<file path="src/rtl/imem_loader.sv">
// imem_loader: assembles a little-endian byte stream into 32-bit instruction
// words and writes them to imem at word addresses 0..N-1. It holds the CPU in
// reset until a complete image has been written.
// Stream format: 2-byte little-endian word count N, then 4*N data bytes.
module imem_loader #(
    parameter int WIDTH = 32,   // instruction width, 4 bytes per word
    parameter int DEPTH = 512,  // imem depth in words, also the largest legal N
    parameter int AW    = 9     // imem word-address width
) (
    input  logic             i_clk,
    input  logic             i_rst_n,
    input  logic             i_start,
    input  logic             i_in_valid,
    input  logic [7:0]       i_in_data,
    output logic             o_in_ready,
    output logic             o_mem_we,
    output logic [AW-1:0]    o_mem_addr,
    output logic [WIDTH-1:0] o_mem_wdata,
    output logic             o_busy,
    output logic             o_done,
    output logic             o_err,
    output logic             o_cpu_hold
);

    typedef enum logic [2:0] {
        S_IDLE,
        S_HDR0,
        S_HDR1,
        S_DATA,
        S_DONE,
        S_ERR
    } state_t;

    // DEPTH widened by one bit so a 16-bit count compares without truncation
    localparam logic [16:0] L_DEPTH = 17'(DEPTH);

    state_t            r_state;
    logic [15:0]       r_cnt;
    logic [15:0]       r_word_idx;
    logic [1:0]        r_byte_idx;
    logic [23:0]       r_asm;        // bytes 0..2 of the word being assembled
    logic              r_mem_we;
    logic [AW-1:0]     r_mem_addr;
    logic [WIDTH-1:0]  r_mem_wdata;
    logic              r_done;
    logic              r_err;
    logic              r_cpu_hold;

    logic              w_accept;
    logic              w_ready;
    logic [15:0]       w_hdr_n;
    logic              w_last;

    // ready and busy are both pure decodes of the load states
    assign w_ready  = (r_state == S_HDR0) || (r_state == S_HDR1) || (r_state == S_DATA);
    assign w_accept = i_in_valid && w_ready;
    // full count as it becomes known on the second header byte
    assign w_hdr_n  = {i_in_data, r_cnt[7:0]};
    // the word now being completed is the final one of the image
    assign w_last   = (r_word_idx == (r_cnt - 16'd1));

    // Loader FSM with registered write port and status outputs
    always_ff @(posedge i_clk or negedge i_rst_n) begin
        if (!i_rst_n) begin
            r_state     <= S_IDLE;
            r_cnt       <= '0;
            r_word_idx  <= '0;
            r_byte_idx  <= '0;
            r_asm       <= '0;
            r_mem_we    <= 1'b0;
            r_mem_addr  <= '0;
            r_mem_wdata <= '0;
            r_done      <= 1'b0;
            r_err       <= 1'b0;
            r_cpu_hold  <= 1'b1;
        end else begin
            // write enable is a single-cycle pulse
            r_mem_we <= 1'b0;
            case (r_state)
                S_IDLE: begin
                    if (i_start) r_state <= S_HDR0;
                end
                S_HDR0: begin
                    if (w_accept) begin
                        r_cnt[7:0] <= i_in_data;
                        r_state    <= S_HDR1;
                    end
                end
                S_HDR1: begin
                    if (w_accept) begin
                        r_cnt[15:8] <= i_in_data;
                        r_byte_idx  <= '0;
                        r_word_idx  <= '0;
                        if (w_hdr_n == 16'd0) begin
                            r_state    <= S_DONE;
                            r_done     <= 1'b1;
                            r_cpu_hold <= 1'b0;
                        end else if ({1'b0, w_hdr_n} > L_DEPTH) begin
                            r_state <= S_ERR;
                            r_err   <= 1'b1;
                        end else begin
                            r_state <= S_DATA;
                        end
                    end
                end
                S_DATA: begin
                    if (w_accept) begin
                        if (r_byte_idx == 2'd3) begin
                            r_mem_wdata <= WIDTH'({i_in_data, r_asm});
                            r_mem_addr  <= r_word_idx[AW-1:0];
                            r_mem_we    <= 1'b1;
                            r_word_idx  <= r_word_idx + 16'd1;
                            r_byte_idx  <= 2'd0;
                            if (w_last) begin
                                r_state    <= S_DONE;
                                r_done     <= 1'b1;
                                r_cpu_hold <= 1'b0;
                            end
                        end else begin
                            r_asm[{r_byte_idx, 3'b000} +: 8] <= i_in_data;
                            r_byte_idx <= r_byte_idx + 2'd1;
                        end
                    end
                end
                S_DONE, S_ERR: begin
                    // a new load re-arms the CPU hold and clears the old status
                    if (i_start) begin
                        r_state    <= S_HDR0;
                        r_done     <= 1'b0;
                        r_err      <= 1'b0;
                        r_cpu_hold <= 1'b1;
                    end
                end
                default: r_state <= S_IDLE;
            endcase
        end
    end

    assign o_in_ready  = w_ready;
    assign o_busy      = w_ready;
    assign o_mem_we    = r_mem_we;
    assign o_mem_addr  = r_mem_addr;
    assign o_mem_wdata = r_mem_wdata;
    assign o_done      = r_done;
    assign o_err       = r_err;
    assign o_cpu_hold  = r_cpu_hold;

endmodule

</file>
<file path="config.mk">
export PLATFORM = sky130hd
export DESIGN_NAME = imem_loader
export DESIGN_NICKNAME = d
export VERILOG_FILES = /design/src/rtl/imem_loader.sv
export SDC_FILE = /design/constraint.sdc
export NUM_CORES = 1
export LEC_CHECK = 0
export ABC_AREA = 1
export BUFFER_PORTS_ARGS = -buffer_cell sky130_fd_sc_hd__buf_2
export CAP_MARGIN = 20
export CORE_MARGIN = 2
export CORE_UTILIZATION = 40
export CTS_CLUSTER_DIAMETER = 200
export CTS_CLUSTER_SIZE = 25
export DETAILED_ROUTE_END_ITERATION = 16
export HOLD_SLACK_MARGIN = 0.15
export SETUP_SLACK_MARGIN = 0.05
export SYNTH_ARGS = -nofsm -noshare
export SYNTH_HDL_FRONTEND = slang
export SYNTH_SLANG_ARGS = --single-unit
</file>
<file path="constraint.sdc">
create_clock -name i_clk -period 2.07 [get_ports i_clk]
set_input_delay 0.1035 -clock i_clk [delete_from_list [all_inputs] [get_ports i_clk]]
set_output_delay 0.1035 -clock i_clk [all_outputs]
set_load 0.005 [all_outputs]
</file>
==> impl_results.md <==
* Post-layout nets at 744
* Final hold violations at 0
* Post-Synthesis Cells at 646
* # setup viols final at 0
* Core Region at 13,100 sq um
* Layout cells sized above 1 at 21.8%
* Area contributors post-synth: dfrtp_1, nand2_1, o21ai_0
* Placed Cells at 870
* CP max FO at 6
* Synth cell types at 43
* Final Cycle Share at 92.4%
* Worst setup path start: r_cnt[1]
* Non-filler cells, final at 905
* First-pass GRT wire length at 22,000 um
* R2r setup slk at 0.16 ns
* Clk_lat worst skew at 0.36 ns
* Chip Height at 119 um
* Initial antenna violation count at 0
* Largest net degree at the start of global routing at 46
* Pleak at 3.15 nW
* WP data arrival at 2.17 ns
* Via Count at 4,490
* Setup_tns at 0 ns
* Worst R2R Path Depth at 12
* Fin crit period at 1.91 ns
* Yosys warnings at 0
* CTS Sinks at 106
* Total gr overflow at 0
* Pre-CTS setup slack at 0.123 ns
* Boundary pin count at 59
* PortBufs at 58
* Power Density at 1260 nW/um^2
* Drt wl/cell at 14.6 um
* Fin Clk Skew at 0.00881 ns
* Worst R2R Start: r_cnt[1]
* Post-route ant nets at 0
* R2r endpoint: o_done
* F_max at 0.523 GHz
* MaxCap Viol Count at 0
* Initial Util at 40.6%
* Cell Rows at 42
* Seq/Total Area, Yosys at 49.8%
* Final HPWL DP at 9610 um
* Flops & latches, synth at 106
* Final WS setup at 0.157 ns
* TritonCTS buffer count at 9
* Root buf cell: clkbuf_16
* Die width at 119 um
* Top-count cell post-synth: nand2_1
* Slew headroom at 66.5%
* GRT Overall Usage at 19.6%
* Max-slew violations at 0
* Setup CP Type: reg -> reg
* 1st-iter DRT viols at 256
* Worst EP required at 2.33 ns
* Post-Syn Nets at 666
* WL final at 13,200 um
* Area growth, synth to finish at 20.5%
* Hold Crit Class: in -> async
* Synth cell count leaders: nand2_1, dfrtp_1, o21ai_0
* Fraction of synthesis flops using an asynchronous set or reset pin at 100%
* Crit. End Element: register
* # DRC at 0
* Peak supply drop at 0.563 mV
* Syn_area_per_cell at 8.25 sq um
* Reg clk slew, reported paths at 0.08 ns
* Worst-case clock buffer depth at 2
* H-tree depth at 3
* CTS tree: done
* Vias per cell at 4.96
* Routability cong. at 0.903
* # diodes at 0
* Status: complete, no violations
* Vias in the first global route at 4,457
* Number of synthesized flops with an enable pin at 0
* CP Launch Type: register
* Drt first pass iters at 7
* Post-Syn Area at 5330 sq um
* Synth top area share at 49.3%
* Die Area at 14,300 sq um
* Worst Tran Pin Value at 0.502 ns
* Area leader, netlist: dfrtp_1
* Main synth FF type: dfrtp_1
[area by class of cell]
type | instances | area (sq um)
fillers | 1287 | 6710
flip-flops and latches | 106 | 2660
multi-input cells | 435 | 2360
repair buffers | 87 | 563
inverters | 85 | 320
clock buffers | 9 | 225
well taps | 176 | 220
clock inverters | 7 | 71.3
[worst max-delay path by stage]
stage	to	slack, ns	depth (start not counted)
floorplan	r_asm[0]	0.17	6
global placement	o_done	0.18	15
detailed placement	o_done	0.12	15
CTS	r_state[0]	0.11	15
global route	r_state[0]	-0.009	12
finish	o_done	0.16	12
[power breakdown]
group / switching (mW) / total (mW) / internal, mW / leakage, nW
clock network: 0.857 / 1.71 / 0.850 / 0.139
registers: 0.496 / 3.20 / 2.71 / 1.37
logic: 1.90 / 3.18 / 1.28 / 1.64
total: 3.25 / 8.09 / 4.83 / 3.15
[repair_timing]
| action | 4_1_cts | 5_1_grt |
|---|---|---|
| hold buffers | 11 | 0 |
| setup endpoints to repair | 0 | 6 |
| hold endpoints to repair | 105 | 0 |
| setup buffers | 0 | 8 |
| resized for setup | 0 | 30 |
[layout by cell type (no fill, tap or decap), types with 11 or more instances in the layout]
cell type	synthesis	routed
buf_2	5	57
nand4_1	16	16
nor2_1	53	45
nand3_1	22	21
o21ai_0	81	81
inv_1	76	75
nand2_1	157	155
dlygate4sd3_1	0	11
dfrtp_1	105	98
o21ai_1	12	12
nor2_4	5	11
buf_4	1	17
[registers in the layout, indices dropped and copies added (netlist names)]
name         count
o_done           1
r_word_idx      16
o_err            1
o_mem_wdata     32
o_mem_addr       9
r_asm           24
r_cnt           16
o_cpu_hold       1
r_byte_idx       2
o_mem_we         1
r_state          3
[logic make-up (layout without fill, tap and decap cells)]
| kind of cell | Yosys count | in the layout | share of synthesized area, % |
|---|---|---|---|
| AND/OR/NAND/NOR | 297 | 297 | 26.7 |
| flip-flops | 106 | 106 | 49.8 |
| AO/OA/AOI/OAI | 113 | 113 | 11.3 |
| buffers and inverters | 105 | 188 | 7.60 |
| XOR/XNOR | 17 | 17 | 2.79 |
| adder cells (fa/ha/maj) | 8 | 8 | 1.88 |
[per-layer routing]
metal  GRT usage, %  part of all wire (%)  vias up
met5              0                     0        -
met4           6.25                   1.8        0
met3           5.17                   5.5       20
met2           32.6                    50       95
met1           25.0                    43     2158
li1               -                     -     2217
[through the flow]
step / hold WS [ns] / utilization [%] / cell area (sq um) / power, mW
2_1_floorplan: -0.192 / - / 5330 / 5.18
3_3_place_gp: 0.0959 / 44.6 / 5860 / 6.03
3_5_place_dp: 0.108 / 44.6 / 5860 / 6.09
4_1_cts: 0.278 / 47.7 / 6270 / 7.85
5_1_grt: 0.322 / 48.9 / 6420 / 8.75
6_report: 0.261 / 48.9 / 6420 / 8.09
[critical path, stage by stage, from the launching register on]
cell	delay (ns)
dfrtp_1	0.40
inv_2	0.08
ha_4	0.18
buf_4	0.13
xnor2_1	0.15
or2_2	0.14
nand4_1	0.17
nor2_2	0.17
nand2_2	0.08
nand2_4	0.11
nand3_2	0.08
nand2_1	0.07
nand2_1	0.04
Note: power is estimated with default switching activity, not from simulation.
